File: config.mk
export PLATFORM = sky130hd
export DESIGN_NAME = cache_ctrl_nway
export DESIGN_NICKNAME = d
export VERILOG_FILES = /design/src/rtl/cache_ctrl_nway.sv
export SDC_FILE = /design/constraint.sdc
export NUM_CORES = 2
export LEC_CHECK = 0
export CORE_UTILIZATION = 58
export DETAILED_ROUTE_END_ITERATION = 10
export DONT_BUFFER_PORTS = 1
export PLACE_DENSITY = 0.81
export SLEW_MARGIN = 20
export SYNTH_ARGS = -nofsm -noshare
export SYNTH_HDL_FRONTEND = slang
export SYNTH_SLANG_ARGS = --single-unit
File: constraint.sdc
create_clock -name clk -period 16.68 [get_ports clk]
set_input_delay 0 -clock clk [delete_from_list [all_inputs] [get_ports clk]]
set_output_delay 0 -clock clk [all_outputs]
set_load 0.1 [all_outputs]
File: src/rtl/cache_ctrl_nway.sv
// cache_ctrl_nway: N-way set-associative cache controller for the 16-bit memory system.
//
// Accepts one read or write request in IDLE and compares all ways in parallel. A hit
// completes in two cycles. On a miss it picks a victim (first invalid way, otherwise the
// per-set round-robin pointer), writes the victim back when it is valid and dirty,
// streams a line fill from pipelined memory, and then performs the original access.
//
// Ports
//   clk, rst                    clock, asynchronous active-high reset
//   Addr, DataIn, Rd, Wr        processor request (sampled in IDLE only)
//   hit_way/valid_way/dirty_way per-way compare results for the presented index/tag
//   tag_way, data_way           per-way stored tag and read data (way w in slice w)
//   DataOut_mem                 memory read data, MEM_RD_LAT cycles after rd_mem
//   enable_way, index_cache, offset_cache, tag_cache, cmp_ct, wr_cache, valid_in_ct,
//   DataIn_ct                   way-array control and write data
//   Addr_mem, DataIn_mem, wr_mem, rd_mem   memory port
//   Done, CacheHit, Stall_sys   completion pulse, hit flag, busy
//   err                         sticky protocol/consistency error
module cache_ctrl_nway #(
    parameter int unsigned WAYS       = 4,
    parameter int unsigned WORDS      = 4,
    parameter int unsigned INDEX_W    = 8,
    parameter int unsigned MEM_RD_LAT = 2,
    localparam int unsigned OFF_W     = $clog2(WORDS) + 1,
    localparam int unsigned TAG_W     = 16 - INDEX_W - OFF_W
) (
    input  logic                    clk,
    input  logic                    rst,
    input  logic [15:0]             Addr,
    input  logic [15:0]             DataIn,
    input  logic                    Rd,
    input  logic                    Wr,
    input  logic [WAYS-1:0]         hit_way,
    input  logic [WAYS-1:0]         valid_way,
    input  logic [WAYS-1:0]         dirty_way,
    input  logic [WAYS*TAG_W-1:0]   tag_way,
    input  logic [WAYS*16-1:0]      data_way,
    input  logic [15:0]             DataOut_mem,
    output logic [WAYS-1:0]         enable_way,
    output logic [INDEX_W-1:0]      index_cache,
    output logic [OFF_W-1:0]        offset_cache,
    output logic [TAG_W-1:0]        tag_cache,
    output logic                    cmp_ct,
    output logic                    wr_cache,
    output logic                    valid_in_ct,
    output logic [15:0]             DataIn_ct,
    output logic [15:0]             Addr_mem,
    output logic [15:0]             DataIn_mem,
    output logic                    wr_mem,
    output logic                    rd_mem,
    output logic                    Done,
    output logic                    CacheHit,
    output logic                    Stall_sys,
    output logic                    err
);

    localparam int unsigned WAY_W = $clog2(WAYS);
    localparam int unsigned WRD_W = $clog2(WORDS);
    localparam int unsigned SETS  = 2 ** INDEX_W;
    localparam int unsigned CNT_W = $clog2(WORDS + MEM_RD_LAT + 1);

    localparam logic [CNT_W-1:0] WB_LAST   = CNT_W'(WORDS - 1);
    localparam logic [CNT_W-1:0] FILL_LAST = CNT_W'(WORDS + MEM_RD_LAT - 1);
    localparam logic [CNT_W-1:0] WORDS_C   = CNT_W'(WORDS);
    localparam logic [CNT_W-1:0] LAT_C     = CNT_W'(MEM_RD_LAT);

    typedef enum logic [2:0] {StIdle, StCmp, StHit, StWb, StFill, StFinal} state_e;

    state_e                 r_state;
    logic [TAG_W-1:0]       r_tag;
    logic [INDEX_W-1:0]     r_index;
    logic [WRD_W-1:0]       r_word;
    logic [15:0]            r_data;
    logic                   r_wr;
    logic [WAY_W-1:0]       r_victim;
    logic [CNT_W-1:0]       r_cnt;
    logic                   r_err;
    // Round-robin pointer per set, packed so the whole table clears in one assignment.
    logic [SETS*WAY_W-1:0]  r_rr;

    logic                   w_multi_hit;
    logic                   w_free_found;
    logic [WAY_W-1:0]       w_free_idx;
    logic [WAY_W-1:0]       w_rr_cur;
    logic [WAY_W-1:0]       w_victim_sel;
    logic                   w_victim_dirty;
    logic [TAG_W-1:0]       w_vic_tag;
    logic [15:0]            w_vic_data;
    logic [WAYS-1:0]        w_vic_onehot;
    logic [WRD_W-1:0]       w_cnt_word;
    logic [WRD_W-1:0]       w_fill_word;
    logic                   w_unused_addr0;

    // Byte address bit 0 carries no information for 16-bit words.
    assign w_unused_addr0 = Addr[0];

    // Any two bits set: clearing the lowest set bit leaves something behind.
    assign w_multi_hit = |(hit_way & (hit_way - WAYS'(1)));

    always_comb begin
        w_free_found = 1'b0;
        w_free_idx   = '0;
        for (int w = WAYS - 1; w >= 0; w--) begin
            if (!valid_way[w]) begin
                w_free_found = 1'b1;
                w_free_idx   = WAY_W'(w);
            end
        end
    end

    assign w_rr_cur       = r_rr[int'(r_index) * WAY_W +: WAY_W];
    assign w_victim_sel   = w_free_found ? w_free_idx : w_rr_cur;
    assign w_victim_dirty = valid_way[w_victim_sel] & dirty_way[w_victim_sel];
    assign w_vic_tag      = tag_way[int'(r_victim) * TAG_W +: TAG_W];
    assign w_vic_data     = data_way[int'(r_victim) * 16 +: 16];
    assign w_vic_onehot   = WAYS'(1) << r_victim;
    assign w_cnt_word     = r_cnt[WRD_W-1:0];
    assign w_fill_word    = WRD_W'(r_cnt - LAT_C);

    always_ff @(posedge clk or posedge rst) begin
        if (rst) begin
            r_state  <= StIdle;
            r_tag    <= '0;
            r_index  <= '0;
            r_word   <= '0;
            r_data   <= '0;
            r_wr     <= 1'b0;
            r_victim <= '0;
            r_cnt    <= '0;
            r_err    <= 1'b0;
            r_rr     <= '0;
        end else begin
            unique case (r_state)
                StIdle: begin
                    if (Rd || Wr) begin
                        r_tag   <= Addr[15 -: TAG_W];
                        r_index <= Addr[OFF_W +: INDEX_W];
                        r_word  <= Addr[1 +: WRD_W];
                        r_data  <= DataIn;
                        r_wr    <= ~Rd;   // read wins when both strobes are high
                        if (Rd && Wr) begin
                            r_err <= 1'b1;
                        end
                        r_state <= StCmp;
                    end
                end
                StCmp: begin
                    if (|hit_way) begin
                        if (w_multi_hit) begin
                            r_err <= 1'b1;
                        end
                        r_state <= StHit;
                    end else begin
                        r_victim <= w_victim_sel;
                        r_cnt    <= '0;
                        r_state  <= w_victim_dirty ? StWb : StFill;
                    end
                end
                StHit: begin
                    r_state <= StIdle;
                end
                StWb: begin
                    if (r_cnt == WB_LAST) begin
                        r_cnt   <= '0;
                        r_state <= StFill;
                    end else begin
                        r_cnt <= r_cnt + CNT_W'(1);
                    end
                end
                StFill: begin
                    if (r_cnt == FILL_LAST) begin
                        r_cnt   <= '0;
                        r_state <= StFinal;
                    end else begin
                        r_cnt <= r_cnt + CNT_W'(1);
                    end
                end
                StFinal: begin
                    r_rr[int'(r_index) * WAY_W +: WAY_W] <= r_victim + WAY_W'(1);
                    r_state                              <= StIdle;
                end
                default: r_state <= StIdle;
            endcase
        end
    end

    // Outputs decode the registered state, so an asynchronous reset drops every strobe
    // in the same cycle.
    always_comb begin
        enable_way   = '0;
        index_cache  = r_index;
        offset_cache = {r_word, 1'b0};
        tag_cache    = r_tag;
        cmp_ct       = 1'b0;
        wr_cache     = 1'b0;
        valid_in_ct  = 1'b0;
        DataIn_ct    = r_data;
        Addr_mem     = {r_tag, r_index, r_word, 1'b0};
        DataIn_mem   = w_vic_data;
        wr_mem       = 1'b0;
        rd_mem       = 1'b0;
        Done         = 1'b0;
        CacheHit     = 1'b0;
        Stall_sys    = (r_state != StIdle);
        err          = r_err;
        unique case (r_state)
            StIdle: begin
            end
            StCmp: begin
                enable_way = '1;
                cmp_ct     = 1'b1;
                wr_cache   = r_wr;
            end
            StHit: begin
                Done     = 1'b1;
                CacheHit = 1'b1;
            end
            StWb: begin
                enable_way   = w_vic_onehot;
                offset_cache = {w_cnt_word, 1'b0};
                wr_mem       = 1'b1;
                Addr_mem     = {w_vic_tag, r_index, w_cnt_word, 1'b0};
                DataIn_mem   = w_vic_data;
            end
            StFill: begin
                // Requests go out in the first WORDS cycles; data returns MEM_RD_LAT later,
                // so the two windows overlap.
                if (r_cnt < WORDS_C) begin
                    rd_mem   = 1'b1;
                    Addr_mem = {r_tag, r_index, w_cnt_word, 1'b0};
                end
                if (r_cnt >= LAT_C) begin
                    enable_way   = w_vic_onehot;
                    wr_cache     = 1'b1;
                    valid_in_ct  = 1'b1;
                    offset_cache = {w_fill_word, 1'b0};
                    DataIn_ct    = DataOut_mem;
                end
            end
            StFinal: begin
                enable_way = w_vic_onehot;
                cmp_ct     = 1'b1;
                wr_cache   = r_wr;
                Done       = 1'b1;
            end
            default: begin
            end
        endcase
    end

endmodule
==> reports/qor.yml <==
run_status:
  status: "completed"
setup_path:
  r2r_slack_ns: 10.04
  worstPathArrival_ns: 7.13
  r2r-end: "r_state[0]"
  path_max_fanout: 41
  reg2reg_from: "index_cache[0]"
  cp_data_required_time_ns: 17.17
  crit_path_end_kind: "flop"
  worstSetupStartpointType: "flop"
  reg2reg_depth: 13
  crit_type: "flop to flop"
power_and_ir_drop:
  p_per_area_nw_per_um2: 166.4
  clockPowerShare_pct: 26.2
  internal_power_uw: 2676
  switchingPower_uw: 2566
  power_leakage_uw: 0.01412
  power_frac_seq_pct: 30.6
  comb_power_share_pct: 43.2
  switching_share_pct: 48.94
  vdd_drop_max_mv: 0.1141
place:
  dpl_cell_area_um2: 28910
  place_congestion: 1.020
  dpl.hpwl_um: 65070
  portBuffers: 0
route:
  routedWlPerCell_um: 31.70
  firstDrtPassIters: 8
  vias: 21673
  ant_nets: 0
  route.detailed.drc: 0
  routed_via_density: 7.191
  first_iter_violations: 2901
  finalWirelength_um: 95540
sta:
  fin_crit_ns: 6.641
  fin_setup_tns_ns: 0
  hold_violations: 0
  max_freq_mhz: 150.6
  period_share_pct: 39.82
  grt_setup_unrepaired: "no"
  setup_viol: 0
  fin_skew_ns: 0.01162
  final_max_slew_viol_count: 0
  relSlewSlack_pct: 16.23
  max_slew.worst_pin.slew_ns: 1.254
finish:
  final_area_um2: 31500
  fillers: 3271
  area_delta_synth_final_pct: 11.09
  nNetsFinal: 2502
  layout-drive-gt1-share_pct: 33.52
global_routing:
  use_met1_pct: 45.86
  grt.busiest_layer: "met2"
  grt_pass1_wl_um: 140800
  grt-ovfl-total: 0
  grt_use_met3_pct: 11.23
  grt_pass1_vias: 21975
  grtUsageMet2_pct: 59.58
  antenna_found_initial: 16
  grt_max_degree: 116
  grt_usage_pct: 38.67
clock_tree:
  clk_pin_slew_ns: 0.07
  cts.repair.resized: 0
  cts.path.max_buffers: 3
  clockRootBuffer: "clkbuf_16"
  clock_sinks: 553
  numCtsBuffers: 56
  cts_tree: "yes"
  ctsHtreeMaxLevel: 2
  clock_latency_ns: 0.61
floorplanning:
  die_w_um: 223.1
  rows: 80
  die_h_um: 223.1
  initial_utilization_pct: 59.13
  io_pins: 225
  coreArea_um2: 47950
  dieArea_um2: 49770
synth:
  synthCells: 2340
  synth-async-reset-ratio_pct: 100.0
  synth_top_area_share_pct: 48.81
  synth_ff_type: "dfrtp_1"
  synth_area_leaders: "dfrtp_1, mux2_2, mux4_2"
  synth.distinct_cells: 66
  yosysTopAreaCell: "dfrtp_1"
  ys_seq_elements: 553
  syn_area_um2: 28350
  seq_area_frac_synth_pct: 48.81
  syn_area_per_cell_um2: 12.12
  synth_warnings: 0
  synth_edf_count: 0
worst_hold_path:
  min_to: "index_cache[3]"
  min_from: "Wr"
  min_path_cells: 3
  hold_path_class: "primary input to flop"
job:
  max-cap-violations: 0
-- registers in the layout, summed over array words and instances, names as in the netlist --
signal,cells
err,1
index_cache,8
r_cnt,3
r_data,16
r_rr,512
r_state,3
r_victim,2
r_word,2
r_wr,1
tag_cache,5
-- cells in the mapped netlist, types with 4 or more instances --
cell type and count:
a211oi_1 6, a21o_1 7, a21oi_1 20, a22oi_1 34, a31oi_1 5, buf_1 10
buf_2 30, buf_4 19, clkbuf_1 87, dfrtp_1 553, ha_1 10, inv_1 14
mux2_2 473, mux2i_1 24, mux4_1 12, mux4_2 136, nand2_1 360, nand2b_1 7
nand3_1 90, nand3b_1 4, nor2_1 189, nor2b_1 11, nor3_1 40, nor4_1 4
o21ai_0 78, o22ai_1 11, o31ai_1 16, o41ai_1 14, or2_2 5, or3_1 5
xnor2_1 4
-- power groups by stage --
stage / clock network (µW) / logic, µW / registers [µW]
global placement: 0 / 2130 / 1620
global route: 1430 / 2300 / 1610
detailed placement: 0 / 2150 / 1620
CTS: 1370 / 2180 / 1600
finish: 1370 / 2260 / 1610
floorplan: 0 / 1630 / 1570
-- cells by family after synthesis --
group | after synthesis | share of synthesized area [%]
simple gates | 736 | 11.01
mux | 645 | 31.55
flops | 553 | 48.81
compound gates | 218 | 5.111
buf+inv | 169 | 2.816
fa+ha+maj | 11 | 0.4766
xor+xnor | 7 | 0.2163
other cells | 1 | 0.01323
-- metal layers --
layer	vias to the layer above	share of wire (%)
li1	8557	-
met1	10858	34
met2	1746	45
met3	510	12
met4	2	9.4
met5	-	0.012
-- through the flow --
stage	utilization [%]	hold slack, ns	power (µW)	std cells	setup slack, ns
3_3_place_gp	60.27	0.05559	3744	2849	11.28
3_5_place_dp	60.29	0.06921	3771	2849	11.25
2_1_floorplan	-	0.08573	3198	2341	1.218
6_report	65.69	0.03237	5242	3014	10.04
5_1_grt	65.67	0.05583	5340	3010	9.808
4_1_cts	65.52	0.006882	5147	2998	10.25
-- placed cells by master (no fill, tap or decap), types with 9 or more instances in the layout --
cell / instances
a21oi_1: 19
a22oi_1: 34
buf_4: 41
bufinv_16: 9
clkbuf_16: 58
clkbuf_8: 16
clkinv_2: 9
dfrtp_1: 544
diode_2: 15
dlygate4sd3_1: 51
ha_1: 10
inv_1: 13
mux2_2: 473
mux2i_1: 24
mux4_1: 12
mux4_2: 136
nand2_1: 359
nand3_1: 90
nor2_1: 175
nor2b_1: 10
nor3_1: 38
o21ai_0: 77
o22ai_1: 11
o31ai_1: 16
o41ai_1: 14
-- worst max-delay path by stage --
stage	cells after the start	from	endpoint
after detailed placement	11	index_cache[0]	r_state[1]
after global placement	11	index_cache[0]	r_state[1]
after global routing	13	index_cache[0]	r_state[0]
after CTS	13	index_cache[0]	r_state[0]
final	13	index_cache[0]	r_state[0]
after floorplan	1	rst	err
-- worst max-delay path: stages (launching register included) --
cell,delay [ns]
dfrtp_4,0.85
buf_4,0.74
buf_4,0.94
mux4_2,0.65
a22oi_1,0.41
a211oi_1,0.16
o41ai_2,0.37
a21oi_1,0.13
o311ai_2,0.33
dlygate4sd3_1,0.66
mux4_2,0.35
nand2_1,0.11
o221ai_1,0.13
dlygate4sd3_1,0.61
-- cell type report --
cell class | instances | area, µm² | share of cell area (%)
Antenna cell | 15 | 37.54 | 0.1192
Clock inverter | 20 | 330.3 | 1.049
Multi-Input combinational cell | 1619 | 13860 | 44.01
Tap cell | 615 | 769.5 | 2.443
Inverter | 18 | 75.07 | 0.2384
Clock buffer | 78 | 1665 | 5.288
Timing Repair Buffer | 96 | 893.4 | 2.836
Sequential cell | 553 | 13860 | 44.01
-- timing repair --
action / CTS / global route
buffers inserted: 0 / 0
hold buffers: 51 / 0
endpoints found under the hold margin: 151 / 0
No activity file was read; power rests on OpenSTA's default activity.
